==> config.mk <==
export PLATFORM = sky130hd
export DESIGN_NAME = serial_byte_assembler
export DESIGN_NICKNAME = d
export VERILOG_FILES = /design/src/rtl/seqdet_pkg.sv /design/src/rtl/sba_out_reg.sv /design/src/rtl/serial_byte_assembler.sv
export SDC_FILE = /design/constraint.sdc
export NUM_CORES = 1
export LEC_CHECK = 0
export BUFFER_PORTS_ARGS = -buffer_cell sky130_fd_sc_hd__buf_2
export CORE_MARGIN = 4
export CORE_UTILIZATION = 50
export DETAILED_ROUTE_END_ITERATION = 10
export PLACE_DENSITY = 0.77
export SLEW_MARGIN = 20
export SYNTH_ARGS = -nofsm -noshare
export SYNTH_HDL_FRONTEND = slang
export SYNTH_SLANG_ARGS = --single-unit
==> constraint.sdc <==
create_clock -name clk -period 2.5 [get_ports clk]
set_input_delay 0.25 -clock clk [delete_from_list [all_inputs] [get_ports clk]]
set_output_delay 0.25 -clock clk [all_outputs]
set_load 0.1 [all_outputs]
==> src/rtl/seqdet_pkg.sv <==
// Shared constants for the sequence-detector front end.
// The SEQDET_PARITY_EN macro selects a W+1-bit frame that ends in an even-parity bit.
package seqdet_pkg;

   localparam int SEQDET_W = 8;

`ifdef SEQDET_PARITY_EN
   localparam int SEQDET_FRAME_LEN = SEQDET_W + 1;
`else
   localparam int SEQDET_FRAME_LEN = SEQDET_W;
`endif

   localparam int SEQDET_CNT_W = $clog2(SEQDET_W + 1);

endpackage : seqdet_pkg

==> src/rtl/sba_out_reg.sv <==
// Output holding register for serial_byte_assembler: load, transfer and drop rules.
// The SEQDET_PARITY_EN macro adds a parity_err flag that is held alongside the word.
module sba_out_reg #(
   parameter int W = 8
) (
   input  logic         clk,
   input  logic         rst_n,
   input  logic         load,
   input  logic [W-1:0] load_word,
`ifdef SEQDET_PARITY_EN
   input  logic         load_perr,
`endif
   input  logic         out_ready,
   input  logic         clear,
   output logic [W-1:0] byte_out,
   output logic         byte_valid,
   output logic         overflow
`ifdef SEQDET_PARITY_EN
   ,
   output logic         parity_err
`endif
);

   logic [W-1:0] word_q, word_d;
   logic         valid_q, valid_d;
   logic         ovf_q, ovf_d;
`ifdef SEQDET_PARITY_EN
   logic         perr_q, perr_d;
`endif

   always_comb begin
      word_d  = word_q;
      valid_d = valid_q;
      ovf_d   = ovf_q;
`ifdef SEQDET_PARITY_EN
      perr_d  = perr_q;
`endif
      // A slot is free when empty or being consumed this cycle; a reload beats the transfer.
      if (load && (!valid_q || out_ready)) begin
         word_d  = load_word;
         valid_d = 1'b1;
`ifdef SEQDET_PARITY_EN
         perr_d  = load_perr;
`endif
      end else if (load) begin
         ovf_d = 1'b1;
      end else if (valid_q && out_ready) begin
         valid_d = 1'b0;
      end
      if (clear) begin
         ovf_d = 1'b0;
      end
   end

   always_ff @(posedge clk or negedge rst_n) begin
      if (!rst_n) begin
         word_q  <= '0;
         valid_q <= 1'b0;
         ovf_q   <= 1'b0;
`ifdef SEQDET_PARITY_EN
         perr_q  <= 1'b0;
`endif
      end else begin
         word_q  <= word_d;
         valid_q <= valid_d;
         ovf_q   <= ovf_d;
`ifdef SEQDET_PARITY_EN
         perr_q  <= perr_d;
`endif
      end
   end

   assign byte_out   = word_q;
   assign byte_valid = valid_q;
   assign overflow   = ovf_q;
`ifdef SEQDET_PARITY_EN
   assign parity_err = perr_q;
`endif

endmodule : sba_out_reg

==> src/rtl/serial_byte_assembler.sv <==
// Serial-to-word assembler (MSB first) with valid/ready output and sticky overflow.
// Defining SEQDET_PARITY_EN adds a trailing even-parity bit per frame and the parity_err output.
module serial_byte_assembler
   import seqdet_pkg::*;
#(
   parameter int W = SEQDET_W
) (
   input  logic                    clk,
   input  logic                    rst_n,
   input  logic                    bit_in,
   input  logic                    bit_valid,
   input  logic                    clear,
   input  logic                    out_ready,
   output logic [W-1:0]            byte_out,
   output logic                    byte_valid,
   output logic                    overflow,
   output logic [SEQDET_CNT_W-1:0] bit_cnt
`ifdef SEQDET_PARITY_EN
   ,
   output logic                    parity_err
`endif
);

   // Only FRAME_LEN-1 bits are stored; the final bit is taken live from bit_in on completion.
   localparam int SW = SEQDET_FRAME_LEN - 1;
   localparam logic [SEQDET_CNT_W-1:0] LAST_IDX = SEQDET_CNT_W'(SEQDET_FRAME_LEN - 1);

   logic [SW-1:0]           shreg_q, shreg_d;
   logic [SEQDET_CNT_W-1:0] cnt_q, cnt_d;
   logic                    frame_done;
   logic [W-1:0]            done_word;

   always_comb begin
      shreg_d    = shreg_q;
      cnt_d      = cnt_q;
      frame_done = 1'b0;
      if (clear) begin
         shreg_d = '0;
         cnt_d   = '0;
      end else if (bit_valid) begin
         shreg_d = {shreg_q[SW-2:0], bit_in};
         if (cnt_q == LAST_IDX) begin
            cnt_d      = '0;
            frame_done = 1'b1;
         end else begin
            cnt_d = cnt_q + 1'b1;
         end
      end
   end

   always_ff @(posedge clk or negedge rst_n) begin
      if (!rst_n) begin
         shreg_q <= '0;
         cnt_q   <= '0;
      end else begin
         shreg_q <= shreg_d;
         cnt_q   <= cnt_d;
      end
   end

`ifdef SEQDET_PARITY_EN
   logic done_perr;
   assign done_word = shreg_q;
   assign done_perr = (^shreg_q) ^ bit_in;
`else
   assign done_word = {shreg_q, bit_in};
`endif

   sba_out_reg #(
      .W (W)
   ) u_out_reg (
      .clk        (clk),
      .rst_n      (rst_n),
      .load       (frame_done),
      .load_word  (done_word),
`ifdef SEQDET_PARITY_EN
      .load_perr  (done_perr),
`endif
      .out_ready  (out_ready),
      .clear      (clear),
      .byte_out   (byte_out),
      .byte_valid (byte_valid),
      .overflow   (overflow)
`ifdef SEQDET_PARITY_EN
      ,
      .parity_err (parity_err)
`endif
   );

   assign bit_cnt = cnt_q;

endmodule : serial_byte_assembler

Word level (Yosys, flattened, before mapping) --
Index checks and enable logic that the tools add are counted.
Operators by class: add/sub/neg operators 1, reductions and logical operators 9, muxes and demuxes 14, eq/ne operators 3
Operator list (count):
- two-way mux 7 bit | 2
- two-way mux 4 bit | 3
- two-way mux 1 bit | 9
- nonzero test 2 bit | 3
- adder 4 x 1 -> 4 bit, second input constant | 1
- equality test 4 x 3 -> 1 bit, second input constant | 1
- inequality test 2 bit, second input constant | 2
- AND reduction 2 bit | 2
- logical AND 1 bit | 2
- logical NOT 1 bit | 1
- logical OR 1 bit | 1
Storage, ports and cells: flip-flop bits (word level) 21, input port bits 6

Logic depth before layout (Yosys ltp) --
depth after elaboration 7, gate-level depth with buffers 4

Modules after synthesis --
From an unflattened synthesis, not the netlist that was laid out.
Unflattened totals: cells, all modules 66, area, all modules 924.6 um^2
By module, submodules not included:
- serial_byte_assembler | seq. area each 275.3 um^2, area an instance 508.0 um^2, times used 1, cells each 42
- sba_out_reg | seq. area each 250.2 um^2, area an instance 416.6 um^2, times used 1, cells each 24

Least setup slack after synthesis --
No wires, ideal clock.
path type register -> register, from register cnt_q[2], in the netlist bit_cnt[2], to register u_out_reg.word_q[0], in the netlist u_out_reg.byte_out[0], setup slack 0.552 ns, library setup time 0.126 ns, cell stages (with the launch flop) 4, path buffers 0, period minus slack after synthesis 1.948 ns, data arrival time 1.822 ns, cells stage by stage dfrtp_1 > nor3b_2 > nand4_4 > mux2_2
On the way: word-level cells in the longest chain between the ends 5
Ends and longest elaborated chain:
- start: declaration | RTL line serial_byte_assembler.sv:29 | logic [SEQDET_CNT_W-1:0] cnt_q, cnt_d;
- start signal: assignment | RTL line serial_byte_assembler.sv:57 | cnt_q <= cnt_d;
- equality test 4 x 3 -> 1 bit | RTL line serial_byte_assembler.sv:42 | if (cnt_q == LAST_IDX) begin
- two-way mux 1 bit | RTL line serial_byte_assembler.sv:42
- two-way mux 1 bit | RTL line serial_byte_assembler.sv:40 | end else if (bit_valid) begin
- two-way mux 1 bit | RTL line serial_byte_assembler.sv:37 | if (clear) begin
- logical AND 1 bit | RTL line sba_out_reg.sv:39 | if (load && (!valid_q || out_ready)) begin
- end signal: assignment | RTL line sba_out_reg.sv:64 | word_q <= word_d;
- end: declaration | RTL line sba_out_reg.sv:24 | logic [W-1:0] word_q, word_d;
No other way between the ends. A chain may end at the register's enable or synchronous reset.

Final worst setup path --
from register cnt_q[2], in the netlist bit_cnt[2], to output bit_cnt[2]
RTL lines:
- end: declaration | RTL line serial_byte_assembler.sv:17 | output logic [SEQDET_CNT_W-1:0] bit_cnt
No word-level cell between the ends.

==> impl_metrics.csv <==
group,metric,value,unit
critical_path,endpoint_kind,"output port",
final_layout,fillCellCount,129,
logic_synthesis,synthesis.nets,74,
pwr,p_leak,0.556,nW
floorplanning,fp.dieH,49.9,um
global_route,use_met1,17.3,%
floorplanning,coreArea,1580,um^2
logic_synthesis,syn_area,877,um^2
critical_path,crit_path_start_kind,"register",
logic_synthesis,ys_ff_latch,21,
critical_path,criticalPathCategory,"reg -> out",
clock_tree,cts_tree,"yes",
floorplanning,dieArea,2490,um^2
critical_path,worstPathRequired,2.25,ns
clock_tree,clock_sinks,21,
route,vias,542,
run,drv_cap,0,
final_layout,post-route-util,64.4,%
sta,setup_ws,1.04,ns
sta,tns,0,ns
logic_synthesis,synth_cell_type_count,21,
logic_synthesis,synth_cells,67,
logic_synthesis,synth.most_common_cell,"dfrtp_1",
final_layout,multi_input_area,334,um^2
global_route,met3_usage,5.42,%
placement,dpl-instance-area,978,um^2
logic_synthesis,synth_area_leaders,"dfrtp_1 60%, mux2_2 10%, mux2i_1 9.1%, nor2_1 3.9%, nand4_4 2.4%",
route,drcViolationCount,0,
floorplanning,die_w,49.9,um
critical_path,crit_chain,"buf_2",
pwr,p_per_area,551,nW/um^2
placement,dpl.hpwl,1.01,mm
global_route,grt-ovfl-total,0,
floorplanning,io_pins,20,
sta,fin_crit_sh,58.4,%
logic_synthesis,synth-seq-area-share,59.9,%
sta,whs,0.207,ns
global_route,grt_first_pass_wirelength,2.37,mm
critical_path,cp_slowest_cell,"buf_2",
logic_synthesis,synthFlopType,"dfrtp_1",
global_route,grt_util_all_layers,12.5,%
final_layout,stdcell_area,1020,um^2
logic_synthesis,yosys.area.top_type,"dfrtp_1",
sta,hold_violations,0,
floorplanning,start_util,55.6,%
route,routed_wl,1.44,mm
critical_path,slowest_delay,0.46,ns
sta,drv_slew,0,
global_route,antenna_found_initial,0,
final_layout,layout.nets,96,
global_route,grt_pass1_vias,525,
critical_path,critPathBufInv,1,
clock_tree,path_clk_slew,0.12,ns
global_route,grt_most_used_layer,"met2",
logic_synthesis,synth_edf_count,0,
clock_tree,worstSkewPairLatency,0.31,ns
clock_tree,clk_path_buf_depth,2,
final_layout,seqCellArea,526,um^2
logic_synthesis,ys_async_sr_fraction,100,%
clock_tree,root_buffer,"clkbuf_4",
critical_path,cp.arrival,1.21,ns
route,drtIter0Drc,6,
sta,fmax,0.685,GHz
route,post_drt_wl_per_cell,13.9,um
placement,io_buffers,19,
global_route,grt_max_degree,22,
floorplanning,rows,14,
sta,rsz0062_at_grt,"false",
final_layout,drive_gt1_share,38.6,%
outcome,outcome,"finished clean",
sta,finalCriticalPeriod,1.46,ns
route,antenna_left,0,
logic_synthesis,synth_common_cells,"21 x dfrtp_1, 9 x nor2_1, 8 x mux2_2, 8 x mux2i_1, 3 x nand2_1",
min_path,hp-class,"in -> reg",
sta,skew,0.0170,ns
clock_tree,htree_levels,1,
sta,slew_headroom,67.9,%
placement,gp_congestion,0.709,
critical_path,cp_max_fo,5,
global_route,grtUsageMet2,18.1,%
logic_synthesis,synth_top_cell_area_share,59.9,%
critical_path,path_delay_family,"buffers and inverters",
logic_synthesis,synth_warnings,0,
sta,setup_viol,0,
route,vias_per_cell,5.21,
placement,dp_slack,1.08,ns
sta,tightestPinTransition,0.486,ns
pwr,peakVddDrop,0.428,mV
final_layout,antenna_cells,0,
final_layout,syn_to_final_growth,15.8,%
logic_synthesis,avgSynthCellArea,13.1,um^2
route,drt-pass1-iter-count,2,
clock_tree,post-cts-setup-buffer-count,0,
clock_tree,cts_buffers,3,
## per-layer routing
layer	part of all wire (%)	wire (um)	vias to the layer above
met5	0	0	-
met2	46	663	14
met3	5.9	85	0
li1	-	-	270
met1	48	692	258
met4	0	0	0
## registers in the layout, summed over array words and instances (netlist names)
name / cells
u_out_reg.byte_out: 8
shreg_q: 7
bit_cnt: 4
u_out_reg.byte_valid: 1
u_out_reg.overflow: 1
## worst paths after layout
kind	endpoint	cells past startpoint	start	slack [ns]
setup / recovery	bit_cnt[2]	1	bit_cnt[2]	1.04
hold / removal	u_out_reg.byte_out[0]	2	bit_in	0.21
setup reg to reg	u_out_reg.byte_out[5]	3	bit_cnt[2]	1.09
hold reg to reg	u_out_reg.byte_out[3]	1	u_out_reg.byte_out[3]	0.51
max in group asynchronous	u_out_reg.byte_out[5]	2	rst_n	1.76
min in group asynchronous	u_out_reg.byte_out[7]	2	rst_n	0.41
## where the power goes
group          leakage, nW  internal (mW)  switching, mW
combinational        0.248         0.0130         0.0396
clock               0.0177         0.0596         0.0995
sequential           0.291          0.344        0.00426
total                0.556          0.417          0.143
## cell usage in the layout, fill, tap and decap left out
cell	netlist	routed
mux2i_1	8	8
dfrtp_1	21	21
or2b_2	1	1
nor2_1	9	9
nand4_4	1	1
nor3b_2	1	1
nand4_1	1	1
dlygate4sd3_1	0	1
ha_1	1	1
buf_2	1	19
nand3_1	1	1
clkinv_2	0	1
or3_1	1	1
nand2_1	3	3
a21oi_1	2	2
clkbuf_4	0	3
o22ai_1	1	1
nand3b_1	2	2
inv_1	1	1
xor2_1	1	1
nand2b_1	1	1
mux2_2	8	8
## final cells by class
type	instances	share of cell area (%)
sequential	21	51.7
multi-input combinational	42	32.9
timing repair buffer	20	10.3
clock buffer	3	2.22
tap	16	1.97
clock inverter	1	0.493
inverter	1	0.369
## logic make-up after synthesis
group	count (synthesis)	share of synthesized area [%]
XOR/XNOR	1	0.999
buffers and inverters	4	2.00
AND/OR/NAND/NOR	21	14.4
multiplexers	16	19.4
adder cells (fa/ha/maj)	1	1.43
AO/OA/AOI/OAI	3	1.85
flip-flops	21	59.9
## stage by stage
stage	power, mW	cells
5_1_grt	0.585	104
3_5_place_dp	0.407	99
3_3_place_gp	0.406	99
2_1_floorplan	0.391	67
4_1_cts	0.568	104
6_report	0.560	104
## what timing repair did
action / CTS / global route
hold endpoints to repair: 21 / 0
endpoints found under the setup margin: 0 / 0
hold buffers: 1 / 0
resized for setup: 0 / 0
No activity file was read; power rests on OpenSTA's default activity.
